<file path="config.mk">
export PLATFORM = sky130hd
export DESIGN_NAME = i2s_serial_transmitter
export DESIGN_NICKNAME = d
export VERILOG_FILES = /design/src/rtl/i2s_serial_transmitter.sv
export SDC_FILE = /design/constraint.sdc
export NUM_CORES = 1
export LEC_CHECK = 0
export BUFFER_PORTS_ARGS = -buffer_cell sky130_fd_sc_hd__buf_2
export CAP_MARGIN = 20
export CELL_PAD_IN_SITES_DETAIL_PLACEMENT = 0
export CELL_PAD_IN_SITES_GLOBAL_PLACEMENT = 1
export CORE_ASPECT_RATIO = 0.9
export CORE_MARGIN = 1
export CORE_UTILIZATION = 35
export CTS_BUF_LIST = sky130_fd_sc_hd__clkbuf_16
export DETAILED_ROUTE_END_ITERATION = 16
export HOLD_SLACK_MARGIN = 0.05
export PLACE_DENSITY = 0.58
export SYNTH_ARGS = -nofsm -noshare
export SYNTH_HDL_FRONTEND = slang
export SYNTH_SLANG_ARGS = --single-unit
</file>
<file path="constraint.sdc">
create_clock -name clk -period 3.7 [get_ports clk]
set_input_delay 0.925 -clock clk [delete_from_list [all_inputs] [get_ports clk]]
set_output_delay 0.925 -clock clk [all_outputs]
set_load 0.05 [all_outputs]
</file>
<file path="src/rtl/i2s_serial_transmitter.sv">
// i2s_serial_transmitter: I2S DAC link driver with a one-frame stereo buffer.
// Define I2S_TX_REPEAT_ON_UNDERRUN_EN to retransmit the last good pair on underrun.
module i2s_serial_transmitter #(
  parameter int audio_width = 16,
  parameter int slot_width = 16,
  parameter int sclk_div = 2
) (
  input  logic                   clk,
  input  logic                   reset,
  input  logic                   i_valid,
  output logic                   i_ready,
  input  logic                   i_is_left,
  input  logic [audio_width-1:0] i_audio,
  output logic                   o_sclk,
  output logic                   o_lrclk,
  output logic                   o_sdata,
  output logic                   o_underrun,
  output logic                   o_sync_error
);
  localparam int fw = 2 * slot_width;
  localparam int kw = $clog2(fw);
  localparam int dw = $clog2(sclk_div + 1);
  logic [dw-1:0] div;
  logic [kw-1:0] k, k_nx;
  logic [fw-1:0] sh, pair, src;
  logic [audio_width-1:0] l_buf, r_buf;
  logic l_full, r_full, exp_left, wrap, fall, load, full, xfer;
`ifdef I2S_TX_REPEAT_ON_UNDERRUN_EN
  logic [fw-1:0] last;
  assign src = full ? pair : last;
`else
  assign src = full ? pair : '0;
`endif
  assign wrap = div == dw'(sclk_div - 1);
  assign fall = wrap & o_sclk;
  assign k_nx = k == kw'(fw - 1) ? '0 : k + 1'b1;
  assign load = fall && k_nx == '0;
  assign full = l_full & r_full;
  assign xfer = i_valid & i_ready;
  assign i_ready = reset & (exp_left ? !l_full : !r_full);
  // Frame word holds each sample MSB-aligned in its slot, so shifting out the top bit gives the I2S order.
  assign pair = (fw'(l_buf) << (fw - audio_width)) | (fw'(r_buf) << (slot_width - audio_width));
  always_ff @(posedge clk or negedge reset) begin
    if (!reset) begin
      div <= '0;
      k <= kw'(fw - 1);
      sh <= '0;
      l_buf <= '0;
      r_buf <= '0;
      l_full <= 1'b0;
      r_full <= 1'b0;
      exp_left <= 1'b1;
      o_sclk <= 1'b1;
      o_lrclk <= 1'b0;
      o_sdata <= 1'b0;
      o_underrun <= 1'b0;
      o_sync_error <= 1'b0;
`ifdef I2S_TX_REPEAT_ON_UNDERRUN_EN
      last <= '0;
`endif
    end else begin
      div <= wrap ? '0 : div + 1'b1;
      o_underrun <= 1'b0;
      o_sync_error <= xfer && (i_is_left != exp_left);
      if (wrap) o_sclk <= ~o_sclk;
      if (fall) begin
        k <= k_nx;
        o_lrclk <= k_nx >= kw'(slot_width - 1) && k_nx <= kw'(fw - 2);
        o_sdata <= load ? src[fw-1] : sh[fw-1];
        sh <= load ? src << 1 : sh << 1;
        if (load) o_underrun <= !full;
      end
`ifdef I2S_TX_REPEAT_ON_UNDERRUN_EN
      if (load && full) last <= pair;
`endif
      if (load && full) begin
        l_full <= 1'b0;
        r_full <= 1'b0;
        exp_left <= 1'b1;
      end else if (xfer && i_is_left == exp_left) begin
        if (exp_left) begin
          l_buf <= i_audio;
          l_full <= 1'b1;
        end else begin
          r_buf <= i_audio;
          r_full <= 1'b1;
        end
        exp_left <= ~exp_left;
      end
    end
  end
endmodule
</file>
# After elaboration in Yosys (flattened, before gate mapping)
# Cells that the tools add are included.
# op_classes
n_addsub,2
magnitude_cmp,2
n_eq_ne,5
n_mux,16
bitwise_logic,8
reduce_logical,15
# op_table
cell,count
two-way mux 32 bit,2
OR 32 x 16 -> 32 bit,1
two-way mux 1 bit,12
AND reduction 3 bit,2
"adder 5 x 1 -> 5 bit, second input constant",1
"equality test 5 bit, second input constant",1
">= comparator 5 x 4 -> 1 bit, second input constant",1
"<= comparator 5 bit, second input constant",1
logical AND 1 bit,5
logical NOT 5 bit,1
two-way mux 5 bit,1
AND 1 bit,4
AND reduction 2 bit,2
nonzero test 2 bit,2
logical NOT 1 bit,3
inverter 1 bit,3
"adder 2 x 1 -> 2 bit, second input constant",1
"equality test 2 x 1 -> 1 bit, second input constant",1
two-way mux 2 bit,1
"!= test 2 x 1 -> 1 bit, second input constant",1
equality test 1 bit,1
!= test 1 bit,1
# word_totals
register_bits,79
in_bits,20

# Depth between registers and ports, before layout
# Gate-level depths: netlist (run 1).
# depth
word_depth,7
depth_mapped,9
ltp_nobuf,7

# Worst setup path before layout (run 1)
# No wires, ideal clock.
# synth_path
path_type,input -> output
startpoint,in reset
endpoint,out i_ready
arrival_ns,1.342
required_time_ns,2.775
setup_slack_ns,1.433
stages,1
path_cell_list,and2_1
# synth_between
elab_chain_cells,1
# synth_rtl
item,line,rtl
from (decl),9,"input logic reset,"
AND 1 bit,40,assign i_ready = reset & (exp_left ? !l_full : !r_full);
to (decl),11,"output logic i_ready,"
# Every way passes these cells.

# Worst setup path in the final report (run 1)
# layout_path
startpoint,reg k[0]
endpoint,reg r_full
# layout_between
elab_chain_cells,7
word_cells_on_any_way,10
classes_between,add/sub (1); eq/ne (2); mux (2); reduce/logical (5)
# layout_rtl
item,line,rtl
from (decl),24,"logic [kw-1:0] k, k_nx;"
from (signal assigned),46,k <= kw'(fw - 1);
from (signal assigned),67,k <= k_nx;
adder 5 x 1 -> 5 bit or equality test 5 bit (tied branches),36,assign k_nx = k == kw'(fw - 1) ? '0 : k + 1'b1;
two-way mux 5 bit (*),36,
named net k_nx[4],24,
logical NOT 5 bit (*),37,assign load = fall && k_nx == '0;
logical AND 1 bit (*),37,
logical AND 1 bit (*),76,if (load && full) begin
!= test 2 x 1 -> 1 bit (no source line) or nonzero test 2 bit (tied branches),--,
AND reduction 2 bit (no source line),--,
to (signal assigned),51,r_full <= 1'b0;
to (signal assigned),78,r_full <= 1'b0;
to (signal assigned),86,r_full <= 1'b1;
to (decl),27,"logic l_full, r_full, exp_left, wrap, fall, load, full, xfer;"
# Mark *: on every way through the listed nets, which the timed path passes. The rest lies on a longest branch.
# A chain may end at the register's enable or synchronous reset.

==> out/results.txt, run 1 <==
Setup TNS = 0 ps
Top FF cell, synth = dfrtp_1
Setup ws final = 1137 ps
EDFF count, synth = 0
Nets = 342
Gr ovfl total = 0
Critical Path AT = 2780 ps
Diode count = 0
Total GRT Usage = 14.23%
Ports = 26
Synthesis warning total = 0
DR pass1 iterations = 4
Max-cap violation count = 0
Cell area after synthesis = 0.003707 mm2
Area grow syn2layout = 12.89%
CTS Sinks = 78
Core Rows = 35
Register area share after synthesis = 52.89%
Critical Path Start Type = flop
Ys async rst share = 100.0%
# Post-CTS Setup Buffers = 0
Max Root-Sink Buffers = 2
Hold Crit Class = in2async
Final setup fails = 0
Status = completed
Initial Util = 36.02%
Vias in the first global route = 2208
Worst Setup End Kind = flop
CTS tree = yes
DRC = 0
Via-to-Cell Ratio = 4.896
Post-Synthesis Cells = 294
DRT iter0 DRCs = 62
Global-route wire length before repair = 12100 um
Data required time of the worst path = 3910 ps
Worst slack at placement = 1147 ps
LEAKAGE = 2.263 nW
Fin cells = 451
Proportion of layout cells with a drive suffix above 1 = 27.64%
Worst-Margin Slew = 956.4 ps
Layout Utilization = 40.67%
TritonCTS Buffers = 9
IO Port Bufs = 25
Placed insts = 435
Fin. max-slew vios = 0
Final Cycle Share = 69.26%
Cell depth of the worst flop-to-flop path = 7
Wire length per cell = 15.82 um
Final hold vios = 0
Distinct cell type count after synthesis = 41
FMAX = 390.2 MHz
Synth area leaders = dfrtp_1, mux2i_1, mux2_2
Syn nets = 319
Worst VDD drop = 319.5 uV
Core footprint = 0.01029 mm2
Syn Area/Cell = 12.61 um2
Post-CTS sizing = 0
Die Wd = 110.5 um
Routed Antenna Nets = 0
Final HPWL DP = 4500 um
Die H = 99.64 um
CP Class = reg2reg
DR vias = 2208
Worst rel slew slack = 36.24%
Largest net degree at the start of global routing = 75
Total wire length = 7136 um
PwrDens = 560.5 mW/mm2
CTS Hold Bufs = 0
Min Tclk post-route = 2563 ps
Reg-to-reg startpoint = k[0]
Initial antenna violation count = 0
FF-to-FF End = r_full
Max H-tree Level = 3
Slack of the worst reg-to-reg path = 1140 ps
Cell taking the most area after synthesis = dfrtp_1
Synth cell count leaders = dfrtp_1, mux2i_1, nand2_1, mux2_2, clkbuf_1
CTS Root Cell = clkbuf_16
Die area = 0.01101 mm2
Worst clock skew = 6.731 ps
RSZ-0062 raised after global routing = false
Critical path fanouts, max = 36
Synth top area share = 47.92%
Routability cong. = 0.7150
Top-count cell post-synth = dfrtp_1
Worst-Skew Late Latency = 330 ps
Clk slew on worst S/H paths = 60 ps
FF+latch count, synth = 78
-- layout by cell type, fill, tap and decap left out, types with 2 or more instances in the layout --
master / synthesis / layout
o22a_1: 2 / 2
o31ai_1: 2 / 2
nand3_1: 2 / 2
dfrtp_1: 71 / 71
and3_1: 2 / 2
nor2b_1: 2 / 2
mux2_1: 2 / 2
inv_1: 4 / 5
clkinvlp_4: 0 / 3
nor3_1: 2 / 2
mux2i_1: 63 / 63
clkbuf_16: 0 / 9
dfstp_2: 7 / 7
ha_1: 5 / 5
buf_4: 1 / 7
o21ai_1: 2 / 2
and2_1: 2 / 2
nand2b_1: 5 / 5
nor2_1: 6 / 6
o21ai_0: 6 / 6
nand2_1: 42 / 42
mux2_2: 32 / 32
buf_2: 2 / 24
clkinv_2: 0 / 2
-- metal layers --
metal | track usage (%) | share of wire [%] | vias to the layer above
met5 | 0 | 0 | -
met4 | 4.308 | 0.97 | 0
met3 | 4.083 | 3.2 | 8
met2 | 20.35 | 43 | 29
met1 | 20.78 | 53 | 1094
li1 | - | - | 1077
-- stage by stage --
step | total power (W) | hold WS (ps) | cell area [um2]
floorplan | 0.001395 | 438.4 | 3707
global placement | 0.001507 | 458.4 | 3894
detailed placement | 0.001516 | 460.7 | 3894
CTS | 0.002388 | 388.0 | 4185
global route | 0.002486 | 386.0 | 4185
finish | 0.002346 | 397.8 | 4185
-- sequential cells by signal (all words and copies together) (netlist names) --
signal,flops
sh,31
l_buf,16
r_buf,16
k,5
div,2
exp_left,1
l_full,1
o_lrclk,1
o_sclk,1
o_sdata,1
o_sync_error,1
o_underrun,1
r_full,1
-- report_power, final --
group	internal [W]	switching, W
clock	0.000517	0.000339
sequential	0.00102	0.0000998
combinational	0.000183	0.000182
-- layout make-up --
class                           count  area (um2)
Clock buffer                        9       225.2
Clock inverter                      7       66.31
Fill cell                         977        6106
Inverter                            4       15.01
Multi-Input combinational cell    193        1584
Sequential cell                    78        1961
Tap cell                          129       161.4
Timing Repair Buffer               31       172.7
-- critical path: stages (launching register included) --
cell,delay (ps)
dfstp_2,650
ha_1,380
and3_1,210
ha_1,270
nor3b_2,260
o31ai_4,100
buf_4,330
o22a_1,240
-- how the worst max path moves through the flow --
stage,endpoint,cells after the start,start
5_1_grt,r_full,7,k[0]
6_report,r_full,7,k[0]
2_1_floorplan,i_ready,1,reset
3_3_place_gp,l_full,7,k[0]
4_1_cts,l_full,7,k[0]
3_5_place_dp,l_buf[3],5,reset
-- kinds of logic after synthesis --
family | Yosys count | synth area share (%)
multiplexers | 97 | 27.34
AND/OR/NAND/NOR | 68 | 9.045
adder cells (fa/ha/maj) | 5 | 1.687
XOR/XNOR | 2 | 0.4726
AO/OA/AOI/OAI | 21 | 3.949
flip-flops | 78 | 52.89
buffers and inverters | 23 | 4.624
No activity file was read; power rests on OpenSTA's default activity.
==> run 2: changes to the inputs <==
- clock period: 3.7 -> 2.5 ns (I/O delays scaled with it)
==> out/results.txt, run 2 (synthesis results as in run 1) <==
Diode count = 0
Worst rel slew slack = 50.15%
Largest net degree at the start of global routing = 78
CTS Sinks = 78
Fin cells = 454
TritonCTS Buffers = 9
Nets = 345
DRT iter0 DRCs = 79
Reg-to-reg startpoint = k[0]
PwrDens = 812.3 mW/mm2
FMAX = 431.6 MHz
Largest registers = sh: 31 flops, l_buf: 16 flops, r_buf: 16 flops
LEAKAGE = 2.285 nW
Worst-Skew Late Latency = 330 ps
Commonest non-fill, non-tap cell in the layout = dfrtp_1
Global-route wire length before repair = 11490 um
CTS tree = yes
DR top layer = met4
Die H = 99.64 um
Routability cong. = 0.7028
Min Tclk post-route = 2317 ps
Biggest register = sh
Max-cap violation count = 0
Core footprint = 0.01029 mm2
Critical path fanouts, max = 22
Final Cycle Share = 92.67%
Critical Path AT = 2570 ps
Status = completed
Cell depth of the worst flop-to-flop path = 6
Clk slew on worst S/H paths = 60 ps
DRC = 0
Wire length per cell = 15.07 um
Proportion of layout cells with a drive suffix above 1 = 28.62%
Die area = 0.01101 mm2
Ports = 26
Via-to-Cell Ratio = 4.811
Core Rows = 35
Met3 routed WL = 142 um
Initial antenna violation count = 0
Post-CTS sizing = 0
Data required time of the worst path = 2750 ps
Slack of the worst reg-to-reg path = 180 ps
Worst Setup EP = sh[4]
Multi-input gate area = 0.001584 mm2
Most frequent cells in the layout = dfrtp_1, mux2i_1, nand2_1
Fillers = 973
RSZ-0062 raised after global routing = false
IO Port Bufs = 25
Max H-tree Level = 3
Total wire length = 6842 um
Critical Path Start Type = flop
DR vias = 2184
DR pass1 iterations = 4
Final hold vios = 0
Seq. cell area = 0.001961 mm2
Hold Crit Class = in2async
Final HPWL DP = 4446 um
CTS Hold Bufs = 0
CP Launch Point = k[0]
Fin. max-slew vios = 0
Die Wd = 110.5 um
Total GRT Usage = 13.48%
M1 WL = 3694 um
CP Class = reg2reg
Routed Antenna Nets = 0
Worst Setup End Kind = flop
Gr ovfl total = 0
CTS Root Cell = clkbuf_16
Met2 routed WL = 2873 um
Worst clock skew = 6.427 ps
FF-to-FF End = sh[4]
Max reg flops = 31
Vias in the first global route = 2234
Placed insts = 438
Max Root-Sink Buffers = 2
Setup TNS = 0 ps
Final setup fails = 0
# Post-CTS Setup Buffers = 0
Initial Util = 36.02%
Worst VDD drop = 327.4 uV
Area grow syn2layout = 13.94%
Worst-Margin Slew = 747.7 ps
## run 2: changes by cell type in the layout (fill, tap and decap cells not counted), sizes merged
cell,change
buf,+3
bufinv,-1
clkinv,+1
clkinvlp,-1
inv,+1
## run 2: critical path: stages (launching register included)
cell and delay [ps]:
dfstp_2 430, ha_1 220, and3_1 180, ha_1 220
o31ai_4 690, buf_12 280, mux2i_1 210
## run 2: per-layer routing
layer | global-route usage [%] | vias up
met1 | 19.43 | 1071
met5 | 0 | -
met3 | 2.925 | 10
li1 | - | 1080
met2 | 19.16 | 23
met4 | 6.462 | 0
## run 2: area by class of cell
type / instances / share of cell area, %
timing repair buffer: 34 / 5.213
inverter: 4 / 0.3555
sequential: 78 / 46.42
clock inverter: 7 / 1.363
tap: 129 / 3.821
multi-input combinational: 193 / 37.50
clock buffer: 9 / 5.332
## run 2: how the worst min path moves through the flow
| stage | startpoint | to | slack, ps | depth (start not counted) |
|---|---|---|---|---|
| finish | reset | o_sync_error | 100 | 1 |
| global route | reset | o_sync_error | 80 | 1 |
| CTS | reset | o_sync_error | 90 | 1 |
| detailed placement | reset | o_sync_error | 440 | 1 |
| global placement | reset | o_sync_error | 440 | 1 |
| floorplan | reset | div[0] | 330 | 0 |
## run 2: where the power goes
| group | switching (W) | total [W] | leakage, nW | internal, W |
|---|---|---|---|---|
| combinational | 0.000261 | 0.000534 | 1.15 | 0.000274 |
| clock | 0.000544 | 0.00123 | 0.134 | 0.000684 |
| sequential | 0.000154 | 0.00167 | 1.00 | 0.00152 |
| total | 0.000958 | 0.00343 | 2.28 | 0.00247 |
## run 2: stage by stage
| stage | cell area [um2] | worst slack, ps | total power [W] | hold slack [ps] | utilization (%) |
|---|---|---|---|---|---|
| CTS | 4224 | 147.1 | 0.003493 | 86.35 | 41.05 |
| detailed placement | 3941 | 173.3 | 0.002245 | 442.7 | 38.30 |
| finish | 4224 | 183.2 | 0.003431 | 96.29 | 41.05 |
| global route | 4224 | 37.92 | 0.003630 | 81.02 | 41.05 |
| floorplan | 3707 | 257.9 | 0.002065 | 329.4 | - |
| global placement | 3941 | 229.4 | 0.002235 | 443.2 | 38.30 |
